$ cat config.mk
export PLATFORM = sky130hd
export DESIGN_NAME = riscv_csr_file
export DESIGN_NICKNAME = d
export VERILOG_FILES = /design/src/rtl/riscv_csr_file.sv
export SDC_FILE = /design/constraint.sdc
export NUM_CORES = 1
export LEC_CHECK = 0
export BUFFER_PORTS_ARGS = -buffer_cell sky130_fd_sc_hd__buf_4
export CAP_MARGIN = 20
export CORE_UTILIZATION = 35
export DETAILED_ROUTE_END_ITERATION = 16
export PLACE_DENSITY_LB_ADDON = 0.15
export RECOVER_POWER = 50
export SYNTH_ARGS = -nofsm -noshare
export SYNTH_HDL_FRONTEND = slang
export SYNTH_SLANG_ARGS = --single-unit
$ cat constraint.sdc
create_clock -name clk -period 3.1 [get_ports clk]
set_clock_uncertainty 0.1 [all_clocks]
set_input_delay 0.155 -clock clk [delete_from_list [all_inputs] [get_ports clk]]
set_output_delay 0.155 -clock clk [all_outputs]
set_load 0.01 [all_outputs]
$ cat src/rtl/riscv_csr_file.sv
// Machine-mode CSR file: Zicsr read-modify-write ops, ECALL/MRET trap
// handling, 64-bit mcycle/minstret counters and illegal-access detection.
module riscv_csr_file #(
  parameter int unsigned     XLEN        = 32,
  parameter logic [XLEN-1:0] HART_ID     = '0,
  parameter logic [XLEN-1:0] MTVEC_RESET = '0
) (
  input  logic            clk,
  input  logic            rst,
  input  logic            csr_en,
  input  logic [1:0]      csr_op,
  input  logic [11:0]     csr_addr,
  input  logic [XLEN-1:0] csr_wdata,
  input  logic [XLEN-1:0] pc,
  input  logic            ecall,
  input  logic            mret,
  input  logic            instret_inc,
  output logic [XLEN-1:0] csr_rdata,
  output logic            csr_illegal,
  output logic            trap_redirect,
  output logic [XLEN-1:0] trap_target
);

  localparam logic [11:0] CsrMstatus   = 12'h300;
  localparam logic [11:0] CsrMtvec     = 12'h305;
  localparam logic [11:0] CsrMscratch  = 12'h340;
  localparam logic [11:0] CsrMepc      = 12'h341;
  localparam logic [11:0] CsrMcause    = 12'h342;
  localparam logic [11:0] CsrMcycle    = 12'hB00;
  localparam logic [11:0] CsrMinstret  = 12'hB02;
  localparam logic [11:0] CsrMcycleh   = 12'hB80;
  localparam logic [11:0] CsrMinstreth = 12'hB82;
  localparam logic [11:0] CsrMhartid   = 12'hF14;

  localparam logic [1:0] OpNone = 2'b00;
  localparam logic [1:0] OpRw   = 2'b01;
  localparam logic [1:0] OpRs   = 2'b10;
  localparam logic [1:0] OpRc   = 2'b11;

  // mtvec and mepc keep bits [1:0] at zero by masking on every write.
  localparam logic [XLEN-1:0] LowMask    = ~XLEN'(3);
  localparam logic [XLEN-1:0] CauseEcall = XLEN'(11);
  localparam bit              HasHigh    = (XLEN == 32);

  logic            mie_q, mie_d;
  logic            mpie_q, mpie_d;
  logic [XLEN-1:0] mtvec_q, mtvec_d;
  logic [XLEN-1:0] mscratch_q, mscratch_d;
  logic [XLEN-1:0] mepc_q, mepc_d;
  logic [XLEN-1:0] mcause_q, mcause_d;
  logic [63:0]     mcycle_q, mcycle_d;
  logic [63:0]     minstret_q, minstret_d;

  logic [XLEN-1:0] old_val;
  logic            addr_valid;
  logic [XLEN-1:0] wval;
  logic [63:0]     wval64;
  logic            write_intent;
  logic            csr_active;
  logic            read_only_hit;
  logic            illegal;
  logic            csr_we;

  // Address decode and pre-write read value of the addressed CSR.
  always_comb begin
    old_val    = '0;
    addr_valid = 1'b1;
    case (csr_addr)
      CsrMstatus: begin
        old_val[3] = mie_q;
        old_val[7] = mpie_q;
      end
      CsrMtvec:    old_val = mtvec_q;
      CsrMscratch: old_val = mscratch_q;
      CsrMepc:     old_val = mepc_q;
      CsrMcause:   old_val = mcause_q;
      CsrMcycle:   old_val = mcycle_q[XLEN-1:0];
      CsrMinstret: old_val = minstret_q[XLEN-1:0];
      CsrMcycleh: begin
        if (HasHigh) old_val = XLEN'(mcycle_q[63:32]);
        else         addr_valid = 1'b0;
      end
      CsrMinstreth: begin
        if (HasHigh) old_val = XLEN'(minstret_q[63:32]);
        else         addr_valid = 1'b0;
      end
      CsrMhartid: old_val = HART_ID;
      default:    addr_valid = 1'b0;
    endcase
  end

  // Zicsr write value and legality; ecall/mret suppress any CSR op.
  always_comb begin
    case (csr_op)
      OpRs:    wval = old_val | csr_wdata;
      OpRc:    wval = old_val & ~csr_wdata;
      default: wval = csr_wdata;
    endcase
    wval64        = 64'(wval);
    csr_active    = csr_en & (csr_op != OpNone) & ~ecall & ~mret & ~rst;
    write_intent  = (csr_op == OpRw) | (csr_wdata != '0);
    read_only_hit = (csr_addr[11:10] == 2'b11) & write_intent;
    illegal       = csr_active & (~addr_valid | read_only_hit);
    csr_we        = csr_active & write_intent & ~illegal;
  end

  // Next-state: trap entry/return first, then CSR writes, else counters tick.
  always_comb begin
    mie_d      = mie_q;
    mpie_d     = mpie_q;
    mtvec_d    = mtvec_q;
    mscratch_d = mscratch_q;
    mepc_d     = mepc_q;
    mcause_d   = mcause_q;
    mcycle_d   = mcycle_q + 64'd1;
    minstret_d = instret_inc ? (minstret_q + 64'd1) : minstret_q;
    if (ecall) begin
      mepc_d   = pc & LowMask;
      mcause_d = CauseEcall;
      mpie_d   = mie_q;
      mie_d    = 1'b0;
    end else if (mret) begin
      mie_d  = mpie_q;
      mpie_d = 1'b1;
    end else if (csr_we) begin
      case (csr_addr)
        CsrMstatus: begin
          mie_d  = wval[3];
          mpie_d = wval[7];
        end
        CsrMtvec:    mtvec_d    = wval & LowMask;
        CsrMscratch: mscratch_d = wval;
        CsrMepc:     mepc_d     = wval & LowMask;
        CsrMcause:   mcause_d   = wval;
        // A write to either half replaces the increment for the whole counter.
        CsrMcycle: begin
          if (HasHigh) mcycle_d = {mcycle_q[63:32], wval64[31:0]};
          else         mcycle_d = wval64;
        end
        CsrMinstret: begin
          if (HasHigh) minstret_d = {minstret_q[63:32], wval64[31:0]};
          else         minstret_d = wval64;
        end
        CsrMcycleh:   mcycle_d   = {wval64[31:0], mcycle_q[31:0]};
        CsrMinstreth: minstret_d = {wval64[31:0], minstret_q[31:0]};
        default: ;
      endcase
    end
  end

  // State registers with synchronous reset.
  always_ff @(posedge clk) begin
    if (rst) begin
      mie_q      <= 1'b0;
      mpie_q     <= 1'b0;
      mtvec_q    <= MTVEC_RESET & LowMask;
      mscratch_q <= '0;
      mepc_q     <= '0;
      mcause_q   <= '0;
      mcycle_q   <= '0;
      minstret_q <= '0;
    end else begin
      mie_q      <= mie_d;
      mpie_q     <= mpie_d;
      mtvec_q    <= mtvec_d;
      mscratch_q <= mscratch_d;
      mepc_q     <= mepc_d;
      mcause_q   <= mcause_d;
      mcycle_q   <= mcycle_d;
      minstret_q <= minstret_d;
    end
  end

  // Combinational outputs, all forced quiet during reset.
  always_comb begin
    csr_illegal   = illegal;
    csr_rdata     = (rst | ~addr_valid | illegal) ? '0 : old_val;
    trap_redirect = ~rst & (ecall | mret);
    trap_target   = '0;
    if (!rst) begin
      if (ecall)     trap_target = mtvec_q;
      else if (mret) trap_target = mepc_q;
    end
  end

endmodule

==> results of run 1 <==
-- kinds of logic after synthesis --
family,synth area share
other cells,0.000228
mux,0.0728
compound gates,0.262
flops,0.310
simple gates,0.282
fa+ha+maj,0.00152
buf+inv,0.0520
xor+xnor,0.0197
-- power groups by stage --
stage / logic, µW / registers (µW) / clock network [µW]
finish: 900 / 3330 / 3840
floorplan: 349 / 3390 / 0
CTS: 881 / 3320 / 3870
detailed placement: 840 / 3400 / 0
global placement: 835 / 3400 / 0
global route: 920 / 3330 / 4000
-- sequential cells by signal (all words and copies together) (netlist names) --
name / flops
mcause_q: 32
mcycle_q: 64
mepc_q: 30
mie_q: 1
minstret_q: 64
mpie_q: 1
mscratch_q: 32
mtvec_q: 30
-- metrics by stage --
| step | std cells | TNS (ps) | total power, µW | worst slack, ps | utilization |
|---|---|---|---|---|---|
| after CTS | 3077 | 0 | 8080 | 56.5 | 0.461 |
| after floorplan | 2193 | 0 | 3730 | 596 | - |
| after global placement | 2982 | -205 | 4230 | -80.6 | 0.430 |
| after detailed placement | 2982 | -53.9 | 4240 | -33.7 | 0.430 |
| final | 3081 | 0 | 8060 | 50.9 | 0.457 |
| after global routing | 3080 | 0 | 8250 | 38.6 | 0.457 |
-- cell type report --
cell class                 count  area share
tap                          600      0.0359
timing repair buffer         416       0.161
clock inverter                14     0.00575
multi-input combinational   1734       0.507
antenna                        1    0.000120
clock buffer                  44      0.0439
inverter                      18     0.00323
sequential                   254       0.243
-- worst max-delay path by stage --
stage	slack, ps	depth (start not counted)	end	start
after global routing	40	12	mcycle_q[51]	csr_addr[7]
after global placement	-80	12	mcycle_q[27]	csr_addr[3]
after detailed placement	-30	12	mcycle_q[27]	csr_addr[3]
after floorplan	600	11	mcycle_q[61]	mcycle_q[10]
after CTS	60	8	csr_rdata[27]	minstret_q[27]
final	50	12	mcycle_q[19]	csr_addr[7]
-- cells in the mapped netlist (14+ instances only) --
| cell type | number | area, µm² |
|---|---|---|
| nor2_1 | 291 | 1090 |
| dfxtp_1 | 254 | 5080 |
| nand2_1 | 225 | 845 |
| a21oi_1 | 189 | 946 |
| clkbuf_1 | 127 | 477 |
| mux2i_1 | 80 | 801 |
| nand3_1 | 74 | 370 |
| nor3_1 | 73 | 365 |
| o21ai_0 | 72 | 360 |
| a22oi_1 | 62 | 465 |
| a211oi_1 | 56 | 420 |
| nand4_1 | 49 | 307 |
| nor4_1 | 45 | 282 |
| o21ai_1 | 41 | 205 |
| a31oi_1 | 38 | 238 |
| buf_2 | 38 | 190 |
| and3_1 | 31 | 194 |
| o22ai_1 | 28 | 175 |
| and4_1 | 26 | 228 |
| mux2_2 | 23 | 259 |
| xnor2_1 | 22 | 193 |
| inv_1 | 18 | 67.6 |
| a221oi_1 | 15 | 131 |
| or3_1 | 15 | 93.8 |
| xor2_1 | 15 | 131 |
| nor2b_1 | 14 | 87.6 |
-- worst reg2reg max path: stages, from the launching register on --
cell and delay [ps]:
dfxtp_1 420, ha_1 220, and4_1 270, nand4_1 330
buf_4 290, nor3_1 390, nand4_1 180, a21o_1 210
a21oi_1 150, o22ai_1 90
-- cell usage in the layout (no fill, tap or decap), types with 37 or more instances in the layout --
| cell type | count |
|---|---|
| a211oi_1 | 55 |
| a21oi_1 | 188 |
| a22oi_1 | 62 |
| a31oi_1 | 37 |
| buf_4 | 292 |
| clkbuf_1 | 57 |
| dfxtp_1 | 254 |
| dlygate4sd3_1 | 37 |
| mux2i_1 | 80 |
| nand2_1 | 225 |
| nand3_1 | 74 |
| nand4_1 | 49 |
| nor2_1 | 290 |
| nor3_1 | 71 |
| nor4_1 | 43 |
| o21ai_0 | 84 |
-- repair_timing --
item                                    CTS  global route
resized for setup                         1             3
setup buffers                             0             3
pin swaps                                 0             1
endpoints found under the setup margin    1            65
hold buffers                             37             0
endpoints found under the hold margin    35             0
-- metal layers --
metal  part of all wire  vias to the layer above  wire, µm
met5            0.00016                        -        14
met4              0.047                        2      4070
met3              0.092                      185      8050
met2               0.42                     1091     36900
met1               0.44                     9547     38300
li1                   -                     8720         -
==> metrics.md, run 1 <==
| Metric | Value |
|---|---|
| Status | `complete, no violations` |
| Post-Route WL | `between 80000 and 90000 µm` |
| Hold WC Path Type | `in -> reg` |
| Multi-input gate area | `10600 µm²` |
| CTS tree | `built` |
| First-pass GRT wire length | `126000 µm` |
| Max Freq | `0.328 GHz` |
| Reg2reg path depth | `9` |
| Post-route antenna net violation count | `0` |
| CTS H-tree depth | `2` |
| Die height | `~220 µm` |
| Synth Flop Type | `dfxtp_1` |
| Vias | `19500` |
| Net Sw Frac | `0.280` |
| Core Box Area | `45800 µm²` |
| Fin. Hold Viols | `0` |
| Synth-to-Final Area Change | `27.3%` |
| Setup CP Type | `in -> reg` |
| GRT Total Usage | `0.360` |
| Post-synth EDFFs | `0` |
| Routed len/inst | `~28 µm` |
| Port Buf Inserts | `145` |
| Met1 demand-to-capacity share in global routing | `0.514` |
| CTS root buf | `clkbuf_16` |
| Synth warnings | `0` |
| R2R Path End | `minstret_q[36]` |
| CP peak stage delay | `between 400 and 500 ps` |
| Worst-Skew Late Latency | `570 ps` |
| Worst EP arrival | `3350 ps` |
| Largest net degree at the start of global routing | `145` |
| Mean post-synth cell area | `7.49 µm²` |
| Crit path required time | `3400 ps` |
| CTS buffer count | `34` |
| Worst Tran Pin Value | `1290 ps` |
| Gr ovfl total | `0` |
| Die Wd | `around 220 µm` |
| R2r setup slk | `280 ps` |
| CP Max Fanout | `19` |
| # DRC | `0` |
| Post-DP HPWL | `between 60000 and 70000 µm` |
| Layout cell share with drive strength beyond 1 | `0.185` |
| Pleak | `0.00722 µW` |
| Seq cells post-synth | `254` |
| Count of final max-slew check failures | `0` |
| Max IR drop VDD | `~0.34 mV` |
| Worst hold start | `csr_wdata[28]` |
| Slowest cell on the critical path | `clkbuf_1` |
| Sequential fraction of the synthesis area | `0.310` |
| Initial Util | `0.359` |
| Final hold slack | `43.3 ps` |
| Pwr dens | `between 300 and 400 nW/µm²` |
| RSZ-0062 raised after global routing | `false` |
| Sw power | `2260 µW` |
| Fin crit period | `3050 ps` |
| Hold endpoint | `mepc_q[28]` |
| Fin area | `20900 µm²` |
| Global routing's busiest layer | `met2` |
| Placer Congestion | `about 0.99` |
| WP buf/inv | `5` |
| Distinct cell type count after synthesis | `88` |
| Worst-path clk slew | `about 60 ps` |
| Logic pwr share | `0.112` |
| Synthesized cell area | `16400 µm²` |
| Met2 Use GR | `0.527` |
| CP delay by family, top | `buffers and inverters` |
| Longest Clk Path Bufs | `3` |
| Crit-path cells | `buf_4, buf_12, clkbuf_2, buf_4, mux2i_1, o22ai_1, nand2_1, a211oi_1, a21oi_1, clkbuf_1, a2bb2oi_1, a21oi_1` |
| Final Net Count | `2544` |
| Avg Vias per Cell | `6.34` |
| Initial antenna violation count | `2` |
| Final setup fails | `0` |
| Die area | `47800 µm²` |
| Max-slew headroom | `0.142` |
| Setup crit start kind | `primary input` |
| Met3 Usage GRT | `0.0615` |
| Cell internal pwr | `5810 µW` |
| Clock share of power | `0.476` |
| # rows | `78` |
| Max cap viols | `0` |
| Initial DRC Count | `about 2700` |
| I/O Pins | `150` |
| Placed inst area | `19700 µm²` |
| Clock sinks | `254` |
| Register Area | `around 5100 µm²` |
| Cells on Worst Hold Path | `5` |
| Post-synth ARST share | `0` |
| Initial DRT Pass Iterations | `6` |
| Vias in the first global route | `17900` |
| Reg2reg start | `minstret_q[0]` |
| Period Utilization, post-route | `0.984` |
| CP endpoint kind | `register` |
| Fill count | `4697` |
| Part of the power in registers | `0.413` |
| Cells after Synth | `2192` |
No activity file was read; power rests on OpenSTA's default activity.
==> run 2, diff against run 1 <==
BUFFER_PORTS_ARGS = unset   (was -buffer_cell sky130_fd_sc_hd__buf_4)
CORE_MARGIN = 2   (was unset)
DONT_BUFFER_PORTS = 1   (was unset)
==> metrics.md, run 2 (synthesis gave the netlist of run 1 again) <==
| Metric | Value |
|---|---|
| Initial DRC Count | `2673` |
| Worst-Skew Late Latency | `610 ps` |
| Place WS | `225 ps` |
| Max IR drop VDD | `0.436 mV` |
| # rows | `79` |
| Placed inst area | `18300 µm²` |
| First-pass GRT wire length | `125000 µm` |
| Final hold slack | `-69.9 ps` |
| Max Freq | `0.322 GHz` |
| CP peak stage delay | `about 560 ps` |
| Period Utilization, post-route | `1.00` |
| Die Wd | `221 µm` |
| Post-Route WL | `87000 µm` |
| CTS H-tree depth | `1` |
| Initial antenna violation count | `4` |
| Commonest non-fill, non-tap cells in the layout | `288 x nor2_1, 252 x dfxtp_1, 225 x nand2_1` |
| Status | `finished with violations` |
| Port Buf Inserts | `0` |
| Hold WC Path Type | `in -> reg` |
| Fin area | `20700 µm²` |
| Final setup fails | `1` |
| Fin crit period | `3100 ps` |
| Synth-to-Final Area Change | `25.8%` |
| Slowest cell on the critical path | `dlygate4sd3_1` |
| CTS buffer count | `31` |
| Routed len/inst | `28.8 µm` |
| Initial DRT Pass Iterations | `6` |
| Clock sinks | `around 250` |
| Vias in the first global route | `17900` |
| Count of final max-slew check failures | `0` |
| GRT Total Usage | `0.349` |
| Pwr dens | `between 300 and 400 nW/µm²` |
| Largest net degree at the start of global routing | `167` |
| Fin. Hold Viols | `5` |
| CTS root buf | `clkbuf_16` |
| Die area | `48700 µm²` |
| Setup crit start kind | `register` |
| Fill count | `4725` |
| Final WS setup | `-4.70 ps` |
| CP delay by family, top | `buffers and inverters` |
| CTS tree | `built` |
| Pleak | `0.00703 µW` |
| Max cap viols | `0` |
| Longest Clk Path Bufs | `3` |
| Die height | `221 µm` |
| Post-DP HPWL | `60800 µm` |
| Layout Cells excl Fill | `3024` |
| I/O Pins | `150` |
| Worst EP arrival | `3490 ps` |
| Crit-path cells | `buf_4, mux2i_1, o221ai_1, a21oi_1, o31ai_2, buf_4, mux2i_1, nor2_1, dlygate4sd3_1` |
| CP Launch Point | `minstret_q[5]` |
| Worst hold start | `rst` |
| Setup CP Type | `reg -> reg` |
| Core Box Area | `roughly 46000 µm²` |
| Worst Tran Pin Value | `1280 ps` |
| Avg Vias per Cell | `6.50` |
| CP endpoint kind | `register` |
| Reg2reg start | `minstret_q[5]` |
| Post-route antenna net violation count | `0` |
| Initial Util | `0.353` |
| Vias | `19700` |
| WP buf/inv | `3` |
| Layout cell share with drive strength beyond 1 | `0.138` |
| Final Net Count | `approximately 2500` |
| # DRC | `0` |
| Leading cell type in the layout, fill and taps excluded | `nor2_1` |
| CP Max Fanout | `8` |
| Placer Congestion | `0.988` |
| RSZ-0062 raised after global routing | `true` |
| Max-slew headroom | `0.145` |
| Placed insts | `2826` |
| Gr ovfl total | `0` |
| Crit path required time | `3480 ps` |
| Worst-path clk slew | `around 60 ps` |
| Top Registers | `mcycle_q (64), minstret_q (64)` |
| Failing checks | `negative hold slack, negative setup slack` |
| Fin util | `0.445` |
==> run 2: through the flow <==
step / setup TNS (ps) / total power, µW
after floorplan: 0 / 3730
after global placement: 0 / 3900
after detailed placement: 0 / 3900
after CTS: 0 / 7830
after global routing: -7.25 / 8000
final: -4.70 / 7840
==> run 2: path summary, 6_finish.rpt <==
check / endpoint / slack [ps] / cells past startpoint
setup / recovery: mscratch_q[5] / -5 / 9
hold / removal: mepc_q[7] / -70 / 2
setup reg to reg: mscratch_q[5] / -5 / 9
hold reg to reg: mcause_q[30] / 360 / 2
==> run 2: cell type report <==
type,count,area (µm²),area share
Sequential cell,254,5090,0.246
Multi-Input combinational cell,1734,10600,0.513
Antenna cell,3,7.51,0.000363
Timing Repair Buffer,350,3110,0.150
Clock buffer,42,837,0.0405
Tap cell,607,759,0.0368
Clock inverter,16,193,0.00933
Inverter,18,67.6,0.00327
==> run 2: per-layer routing <==
metal | part of all wire | vias up | track usage
li1 | - | 8575 | -
met1 | 0.42 | 9567 | 0.494
met2 | 0.41 | 1278 | 0.504
met3 | 0.11 | 235 | 0.0679
met4 | 0.059 | 2 | 0.168
met5 | 0.00016 | - | 0
==> run 2: repair_timing <==
action	CTS	global route
setup buffers	0	3
setup endpoints to repair	0	20
gates resized for setup	0	13
hold buffers	133	1
endpoints found under the hold margin	244	1
==> run 2: report_power, final <==
| group | internal, µW | switching (µW) |
|---|---|---|
| logic | 262 | 424 |
| clock network | 2220 | 1600 |
| registers | 3300 | 30.2 |
